$ cat src/rtl/cpu_ibus_sram_slave_if.sv
// Instruction-fetch bus bundle: fetch-stage request/response side, the
// fence.i invalidate strobe, and the 64-bit instruction memory handshake.
interface cpu_ibus_sram_slave_if #(
    parameter int MEM_AW = 16
);
    // Fetch side
    logic              ibus_ena;
    logic [63:0]       ibus_addr;
    logic              ibus_valid1;
    logic              ibus_valid2;
    logic [31:0]       ibus_rdata1;
    logic [31:0]       ibus_rdata2;
    logic              buf_inv;

    // Memory side
    logic              mem_req;
    logic [MEM_AW-1:0] mem_addr;
    logic              mem_gnt;
    logic              mem_rvalid;
    logic [63:0]       mem_rdata;

    // View of the responder sitting between fetch stage and memory
    modport slave (
        input  ibus_ena, ibus_addr, buf_inv,
        output ibus_valid1, ibus_valid2, ibus_rdata1, ibus_rdata2,
        output mem_req, mem_addr,
        input  mem_gnt, mem_rvalid, mem_rdata
    );

    // View of the fetch stage
    modport master (
        output ibus_ena, ibus_addr, buf_inv,
        input  ibus_valid1, ibus_valid2, ibus_rdata1, ibus_rdata2
    );

    // View of the instruction SRAM/ROM controller
    modport memory (
        input  mem_req, mem_addr,
        output mem_gnt, mem_rvalid, mem_rdata
    );
endinterface

$ cat src/rtl/cpu_ibus_sram_slave.sv
// Instruction-fetch responder: serves up to two 32-bit instructions per fetch
// from a one-entry 64-bit line buffer, refilling it from a req/gnt/rvalid
// memory on a miss. Fetches may be cancelled by dropping ena mid-flight.
module cpu_ibus_sram_slave #(
    parameter int MEM_AW = 16,
    parameter bit BUF_EN = 1'b1
) (
    input  logic                 clk,
    input  logic                 rst,
    cpu_ibus_sram_slave_if.slave bus
);

    typedef enum logic [2:0] {
        IDLE,
        REQ,
        WAIT,
        RESP,
        DRAIN
    } state_t;

    state_t            r_state;
    state_t            w_state_next;

    // Memory request and the latched fetch address
    logic              r_mem_req;
    logic [MEM_AW-1:0] r_mem_addr;
    logic              r_addr_hi;

    // Line buffer; the data word also stages the miss response
    logic              r_buf_valid;
    logic [MEM_AW-1:0] r_buf_tag;
    logic [63:0]       r_buf_data;

    // Registered response
    logic              r_valid1;
    logic              r_valid2;
    logic [31:0]       r_rdata1;
    logic [31:0]       r_rdata2;

    logic [MEM_AW-1:0] w_req_word;
    logic              w_hit;
    logic              w_latch;
    logic              w_mem_req_next;
    logic              w_load;
    logic              w_respond;
    logic              w_sel_hi;
    logic [31:0]       w_rdata1;
    logic [31:0]       w_rdata2;
    logic              w_unused;

    // Word address with upper bits dropped, so aliased addresses share a tag
    assign w_req_word = bus.ibus_addr[MEM_AW+2:3];
    assign w_unused   = ^{bus.ibus_addr[63:MEM_AW+3], bus.ibus_addr[1:0]};

    // An invalidate in the lookup cycle forces a miss
    assign w_hit = BUF_EN && r_buf_valid && !bus.buf_inv && (r_buf_tag == w_req_word);

    // Upper half requested: only one instruction is left in the word
    assign w_rdata1 = w_sel_hi ? r_buf_data[63:32] : r_buf_data[31:0];
    assign w_rdata2 = w_sel_hi ? 32'd0 : r_buf_data[63:32];

    // Next-state and control decode
    always_comb begin
        w_state_next   = r_state;
        w_latch        = 1'b0;
        w_mem_req_next = 1'b0;
        w_load         = 1'b0;
        w_respond      = 1'b0;
        w_sel_hi       = r_addr_hi;
        case (r_state)
            IDLE: begin
                if (bus.ibus_ena) begin
                    if (w_hit) begin
                        w_respond = 1'b1;
                        w_sel_hi  = bus.ibus_addr[2];
                    end else begin
                        w_latch        = 1'b1;
                        w_mem_req_next = 1'b1;
                        w_state_next   = REQ;
                    end
                end
            end
            REQ: begin
                // Once granted the memory owes us a beat, so a cancel must drain it
                if (bus.mem_gnt) begin
                    w_state_next = bus.ibus_ena ? WAIT : DRAIN;
                end else if (!bus.ibus_ena) begin
                    w_state_next = IDLE;
                end else begin
                    w_mem_req_next = 1'b1;
                end
            end
            WAIT: begin
                if (!bus.ibus_ena) begin
                    w_state_next = bus.mem_rvalid ? IDLE : DRAIN;
                end else if (bus.mem_rvalid) begin
                    w_load       = 1'b1;
                    w_state_next = RESP;
                end
            end
            RESP: begin
                w_respond    = 1'b1;
                w_state_next = IDLE;
            end
            DRAIN: begin
                if (bus.mem_rvalid) begin
                    w_state_next = IDLE;
                end
            end
            default: w_state_next = IDLE;
        endcase
    end

    // State register
    always_ff @(posedge clk or posedge rst) begin
        if (rst) begin
            r_state <= IDLE;
        end else begin
            r_state <= w_state_next;
        end
    end

    // Memory request and latched fetch address
    always_ff @(posedge clk or posedge rst) begin
        if (rst) begin
            r_mem_req  <= 1'b0;
            r_mem_addr <= '0;
            r_addr_hi  <= 1'b0;
        end else begin
            r_mem_req <= w_mem_req_next;
            if (w_latch) begin
                r_mem_addr <= w_req_word;
                r_addr_hi  <= bus.ibus_addr[2];
            end
        end
    end

    // Line buffer: invalidate wins over a same-cycle refill, data still lands
    always_ff @(posedge clk or posedge rst) begin
        if (rst) begin
            r_buf_valid <= 1'b0;
            r_buf_tag   <= '0;
            r_buf_data  <= '0;
        end else begin
            if (bus.buf_inv) begin
                r_buf_valid <= 1'b0;
            end else if (w_load) begin
                r_buf_valid <= 1'b1;
            end
            if (w_load) begin
                r_buf_tag  <= r_mem_addr;
                r_buf_data <= bus.mem_rdata;
            end
        end
    end

    // Registered one-cycle response
    always_ff @(posedge clk or posedge rst) begin
        if (rst) begin
            r_valid1 <= 1'b0;
            r_valid2 <= 1'b0;
            r_rdata1 <= '0;
            r_rdata2 <= '0;
        end else begin
            r_valid1 <= w_respond;
            r_valid2 <= w_respond && !w_sel_hi;
            r_rdata1 <= w_respond ? w_rdata1 : 32'd0;
            r_rdata2 <= w_respond ? w_rdata2 : 32'd0;
        end
    end

    assign bus.ibus_valid1 = r_valid1;
    assign bus.ibus_valid2 = r_valid2;
    assign bus.ibus_rdata1 = r_rdata1;
    assign bus.ibus_rdata2 = r_rdata2;
    assign bus.mem_req     = r_mem_req;
    assign bus.mem_addr    = r_mem_addr;

endmodule

$ cat src/flat_wrapper.sv
// flat-port wrapper written by rule: the top's interface ports become plain ports
module cpu_ibus_sram_slave_flat 
#(
    parameter int MEM_AW = 16,
    parameter bit BUF_EN = 1'b1
)
  (clk, rst, bus_ibus_ena, bus_ibus_addr, bus_buf_inv, bus_ibus_valid1, bus_ibus_valid2, bus_ibus_rdata1, bus_ibus_rdata2, bus_mem_req, bus_mem_addr, bus_mem_gnt, bus_mem_rvalid, bus_mem_rdata);
  cpu_ibus_sram_slave_if #(.MEM_AW(MEM_AW)) bus_i ();
  input  logic clk;
  input  logic rst;
  input wire logic [$bits(bus_i.ibus_ena)-1:0] bus_ibus_ena;
  input wire logic [$bits(bus_i.ibus_addr)-1:0] bus_ibus_addr;
  input wire logic [$bits(bus_i.buf_inv)-1:0] bus_buf_inv;
  output wire logic [$bits(bus_i.ibus_valid1)-1:0] bus_ibus_valid1;
  output wire logic [$bits(bus_i.ibus_valid2)-1:0] bus_ibus_valid2;
  output wire logic [$bits(bus_i.ibus_rdata1)-1:0] bus_ibus_rdata1;
  output wire logic [$bits(bus_i.ibus_rdata2)-1:0] bus_ibus_rdata2;
  output wire logic [$bits(bus_i.mem_req)-1:0] bus_mem_req;
  output wire logic [$bits(bus_i.mem_addr)-1:0] bus_mem_addr;
  input wire logic [$bits(bus_i.mem_gnt)-1:0] bus_mem_gnt;
  input wire logic [$bits(bus_i.mem_rvalid)-1:0] bus_mem_rvalid;
  input wire logic [$bits(bus_i.mem_rdata)-1:0] bus_mem_rdata;
  assign bus_i.ibus_ena = bus_ibus_ena;
  assign bus_i.ibus_addr = bus_ibus_addr;
  assign bus_i.buf_inv = bus_buf_inv;
  assign bus_ibus_valid1 = bus_i.ibus_valid1;
  assign bus_ibus_valid2 = bus_i.ibus_valid2;
  assign bus_ibus_rdata1 = bus_i.ibus_rdata1;
  assign bus_ibus_rdata2 = bus_i.ibus_rdata2;
  assign bus_mem_req = bus_i.mem_req;
  assign bus_mem_addr = bus_i.mem_addr;
  assign bus_i.mem_gnt = bus_mem_gnt;
  assign bus_i.mem_rvalid = bus_mem_rvalid;
  assign bus_i.mem_rdata = bus_mem_rdata;
  cpu_ibus_sram_slave #(.MEM_AW(MEM_AW), .BUF_EN(BUF_EN)) u_core (.clk(clk), .rst(rst), .bus(bus_i));
endmodule
$ cat config.mk
export PLATFORM = sky130hd
export DESIGN_NAME = cpu_ibus_sram_slave_flat
export DESIGN_NICKNAME = d
export VERILOG_FILES = /design/src/rtl/cpu_ibus_sram_slave_if.sv /design/src/rtl/cpu_ibus_sram_slave.sv /design/src/flat_wrapper.sv
export SDC_FILE = /design/constraint.sdc
export NUM_CORES = 1
export LEC_CHECK = 0
export CORE_UTILIZATION = 30
export CTS_BUF_LIST = sky130_fd_sc_hd__clkbuf_4
export CTS_CLUSTER_DIAMETER = 50
export DETAILED_ROUTE_END_ITERATION = 10
export PLACE_DENSITY = 0.57
export SLEW_MARGIN = 20
export SYNTH_ARGS = -nofsm -noshare
export SYNTH_HDL_FRONTEND = slang
export SYNTH_SLANG_ARGS = --single-unit
$ cat constraint.sdc
create_clock -name clk -period 5.5 [get_ports clk]
set_input_delay 1.1 -clock clk [delete_from_list [all_inputs] [get_ports clk]]
set_output_delay 1.1 -clock clk [all_outputs]
set_load 0.1 [all_outputs]
== After elaboration in Yosys (flattened, before gate mapping) ==
Cells that the tools add are included.

* Equality and inequality tests: 10
* Multiplexer cells: 31
* Reductions and logical operators: 8

{| class="wikitable"
|+ Operators by type and width
! cell !! count
|-
| $mux W32 || 4
|-
| $mux W3 || 9
|-
| $eq A16 B16 Y1 || 1
|-
| $mux W1 || 15
|-
| $pmux W3 S4 || 1
|-
| $eq A3 B2 Y1 const B || 2
|-
| $ne A2 B2 Y1 const B || 3
|-
| $ne A3 B3 Y1 const B || 2
|-
| $reduce_and A5 Y1 || 1
|-
| $pmux W1 S2 || 2
|-
| $eq A3 B1 Y1 const B || 1
|-
| $eq A3 B3 Y1 const B || 1
|-
| $logic_and A1 B1 Y1 || 3
|-
| $logic_not A3 Y1 || 1
|-
| $logic_not A1 Y1 || 2
|-
| $reduce_bool A2 Y1 || 1
|}

* Register bits after elaboration: 168
* Bits of input ports: 134

== Depth between registers and ports, before layout ==
* Depth after elaboration: 8
* Mapped depth: 7

== Worst setup path before layout ==
OpenSTA, ideal clock, no wires.

* Kind: input port to flip-flop
* From: input bus_ibus_addr[5]
* To: register u_core.r_mem_addr[0], in the netlist u_core.bus.mem_addr[0]
* Arrival: 2.536 ns
* Required time: 5.374 ns
* Path slack: 2.838 ns
* Stages on the path: 6
* Path buffers: 1
* Path through: xor2_1 > nor4_1 > nand4_1 > o21bai_2 > buf_4 > mux2_2

* Word-level cells in the longest chain between the ends: 5

{| class="wikitable"
|+ Ends and longest elaborated chain
! item !! line !! text
|-
| start: declaration || flat_wrapper.sv:12 || <nowiki>input wire logic [$bits(bus_i.ibus_addr)-1:0] bus_ibus_addr;</nowiki>
|-
| $eq A16 B16 Y1 || cpu_ibus_sram_slave.sv:56 || <nowiki>assign w_hit = BUF_EN && r_buf_valid && !bus.buf_inv && (r_buf_tag == w_req_word);</nowiki>
|-
| $logic_and A1 B1 Y1 || cpu_ibus_sram_slave.sv:56 ||
|-
| $mux W1 || cpu_ibus_sram_slave.sv:73 || <nowiki>if (w_hit) begin</nowiki>
|-
| $mux W1 || cpu_ibus_sram_slave.sv:72 || <nowiki>if (bus.ibus_ena) begin</nowiki>
|-
| $mux W1 || cpu_ibus_sram_slave.sv:70 || <nowiki>case (r_state)</nowiki>
|-
| end signal: assignment || cpu_ibus_sram_slave.sv:132 || <nowiki>r_mem_addr <= w_req_word;</nowiki>
|-
| end: declaration || cpu_ibus_sram_slave.sv:26 || <nowiki>logic [MEM_AW-1:0] r_mem_addr;</nowiki>
|}

No other way between the ends.
A chain may end at the register's enable or synchronous reset.

== Worst setup path in the final report ==
* From: register u_core.r_mem_addr[14], in the netlist u_core.bus.mem_addr[14]
* To: output bus_mem_addr[14]

{| class="wikitable"
|+ RTL lines
! item !! line !! text
|-
| end: declaration || flat_wrapper.sv:19 || <nowiki>output wire logic [$bits(bus_i.mem_addr)-1:0] bus_mem_addr;</nowiki>
|}

No word-level cell between the ends.

==> impl_metrics.py <==
metrics = {
    "sta": {
        "max-slew-margin-rel": 0.309,
        "fin_setup_tns_ns": 0,
        "fin_skew_ns": 0.0172,
        "min_period_over_period": 0.584,
        "final-hold-violation-count": 0,
        "finalMaxSlewViolations": 0,
        "timing.final.setup_violations": 0,
        "final_period_minus_worst_setup_slack_ns": 3.21,
        "timing.fmax_mhz": 312,
        "worst-slew-pin-transition_ns": 1.03,
        "setup_repair_after_global_routing_missed_its_margin": "no",
    },
    "cts": {
        "clock_pin_slew_worst_setup_and_hold_paths_ns": 0.16,
        "postCtsHoldBufs": 0,
        "cts_post_setup_buffers_inserted": 0,
        "clockRootBuffer": "clkbuf_4",
        "cts_num_sinks": 168,
        "cts_made_buffers": 17,
        "h-tree-depth": 4,
        "cts-root-to-sink-buffers": 2,
        "ctsResizeCount": 0,
        "clock_insertion_delay_worst_skew_ns": 0.54,
        "tritoncts": "yes",
    },
    "drt": {
        "finalWirelength_mm": 13.6,
        "detail-route-antenna-nets": 0,
        "detail_route.first_pass.iterations": 4,
        "drt-vias-per-instance": 4.46,
        "dr_total_vias": 3832,
        "drt_iter0_markers": 92,
        "drt-wirelength-per-cell_um": 15.8,
        "drc_errors": 0,
    },
    "floorplanning": {
        "floorplan.die.width_um": 147,
        "core.rowCount": 52,
        "die_area_um2": 21600,
        "start_util": 0.308,
        "io_pins": 217,
        "coreArea_um2": 20400,
        "die_y_um": 147,
    },
    "layout": {
        "final_core_utilization": 0.423,
        "n_antenna_cell": 0,
        "post_route_cells_drive_above_1_share": 0.242,
        "final_nets": 711,
        "layout-area-overhead-vs-synth_pct": 37.3,
    },
    "synthesis": {
        "netlist_area_um2": 6290,
        "ys_seq_elements": 168,
        "postSynth.topFlopCell": "dfrtp_1",
        "syn_nets": 539,
        "synth_seq_area_share": 0.668,
        "postSynthCellCount": 405,
        "synth-edff-count": 0,
        "synth_async_sr_flop_share": 1.00,
        "synth.lib_cells_used.distinct": 33,
        "yosysWarnings": 0,
        "average_footprint_of_a_synthesized_cell_um2": 15.5,
    },
    "power": {
        "seq_power_share": 0.484,
        "intPower_mw": 2.30,
        "power-per-cell-area_nw_per_um2": 409,
        "total_switching_power_mw": 1.23,
        "comb_power_share": 0.278,
        "power_total_mw": 3.53,
        "irDropWorstVdd_mv": 0.339,
        "pwr-share-clk": 0.238,
        "power.share.switching": 0.349,
        "leakage_nw": 3.96,
    },
    "place": {
        "place.port_buffers": 169,
        "detailed_place_hpwl_mm": 8.66,
        "gp_routability_congestion": 0.727,
    },
    "setup_path": {
        "crit_path_cell_trace": "clkdlybuf4s50_1",
        "setup.worst_path.start": "u_core.bus.mem_addr[14]$_DFFE_PP0P_",
        "critPathMaxFanout": 3,
        "worst-endpoint-required_ns": 4.40,
        "slowest_delay_ns": 1.17,
        "critical_path.endpoint_type": "output port",
        "reg2reg_from": "u_core.r_buf_tag[8]$_DFFE_PP0P_",
        "criticalPathCategory": "reg -> out",
        "worst_path_arrival_ns": 2.11,
        "startpoint_type": "flip-flop",
        "path_buf_inv": 1,
        "crit_slowest_cell": "clkdlybuf4s50_1",
        "worst_path_dominant_cell_family": "buffers and inverters",
    },
    "hold_path": {
        "hp-start": "u_core.r_buf_data[57]$_DFFE_PP0P_",
        "hold_path_class": "reg -> reg",
    },
    "run_status": {
        "outcome": "finished clean",
    },
    "grt": {
        "grt_antenna_before_repair": 0,
        "wire_length_of_the_first_global_routing_pass_mm": 22.0,
        "grt_max_degree": 169,
        "grt_overflow": 0,
        "first_global_vias": 4128,
        "groute.usage.overall": 0.132,
    },
    "run": {
        "cap_violations": 0,
    },
}
[cells in the final DEF, fill, tap and decap left out, drive strengths merged, types with 3 or more instances in the layout]
cell type      instances
a22o                  32
and2                  32
buf                    4
bufinv                 4
clkbuf                17
clkdlybuf4s50        169
clkinv                 4
dfrtp                168
inv                   11
mux2                  97
nand4                  3
nor2                   6
xor2                  12
[metal layers]
layer  wire length, um  global-route usage
met1              5880               0.164
met2              6730               0.218
met3               804              0.0376
met4               140              0.0500
met5                 0                   0
[metrics by stage]
step	setup slack, ns	std cells	hold WS, ns	cell area, um^2
2_1_floorplan	2.26	405	0.467	6300
3_3_place_gp	1.74	828	0.476	8290
3_5_place_dp	1.67	828	0.485	8290
4_1_cts	2.21	860	0.510	8640
5_1_grt	2.16	860	0.530	8640
6_report	2.29	860	0.513	8640
[registers in the layout, indices dropped and copies added, names as in the netlist]
register,flops
u_core.r_buf_data,64
u_core.bus.ibus_rdata1,32
u_core.bus.ibus_rdata2,32
u_core.bus.mem_addr,16
u_core.r_buf_tag,16
u_core.r_state,3
u_core.bus.ibus_valid1,1
u_core.bus.ibus_valid2,1
u_core.bus.mem_req,1
u_core.r_addr_hi,1
u_core.r_buf_valid,1
[cells in the mapped netlist, drive strengths merged, types with 2 or more instances]
library cell	number	area (um^2)
a22o	32	280
and2	32	200
buf	15	87.6
clkbuf	5	21.3
dfrtp	168	4200
inv	6	22.5
mux2	97	1090
nand2	2	7.51
nand3b	2	15.0
nand4	3	25.0
nand4b	2	17.5
nor2	6	22.5
nor2b	2	12.5
nor4	2	12.5
o21ai	2	10.0
o41ai	2	32.5
or2	2	12.5
xnor2	2	17.5
xor2	12	105
[logic make-up after synthesis]
kind of cell,count (synthesis),share of synthesized area
buffers and inverters,26,0.0209
DFF,168,0.668
muxes,97,0.174
and+or+nand+nor,57,0.0557
AOI/OAI and AO/OA,43,0.0622
xor gates and xnor gates,14,0.0195
[final cells by class]
type                       count  area (um^2)
fill                        1918        11800
clock inverter                15          216
multi-input combinational    211         1980
clock buffer                  17          128
tap                          270          338
timing repair buffer         173         1750
inverter                       6         26.3
sequential                   168         4200
[power by group through the flow]
| stage | logic (mW) | clock network (mW) | registers, mW |
|---|---|---|---|
| 2_1_floorplan | 0.360 | 0 | 2.08 |
| 3_3_place_gp | 0.975 | 0 | 1.72 |
| 3_5_place_dp | 0.994 | 0 | 1.74 |
| 4_1_cts | 0.997 | 0.876 | 1.71 |
| 5_1_grt | 1.04 | 0.924 | 1.76 |
| 6_report | 0.982 | 0.840 | 1.71 |
[worst reg2reg max path, stage by stage (launching register included)]
cell,delay [ns]
dfrtp_1,0.42
xor2_1,0.14
nor3_1,0.32
nand4_2,0.29
o21bai_2,0.89
mux2_2,0.42
[path summary, 6_finish.rpt]
| check | endpoint | slack, ns | depth (start not counted) |
|---|---|---|---|
| min | u_core.bus.ibus_rdata2[25]$_DFF_PP0_ | 0.51 | 1 |
| max | bus_mem_addr[14] | 2.29 | 1 |
| max reg2reg | u_core.bus.mem_addr[9]$_DFFE_PP0P_ | 2.90 | 5 |
| min in group asynchronous | u_core.bus.ibus_rdata1[1]$_DFF_PP0_ | 1.20 | 3 |
| min reg2reg | u_core.bus.ibus_rdata2[25]$_DFF_PP0_ | 0.51 | 1 |
| max in group asynchronous | u_core.r_buf_tag[9]$_DFFE_PP0P_ | 3.72 | 3 |
Note: power is estimated with default switching activity, not from simulation.
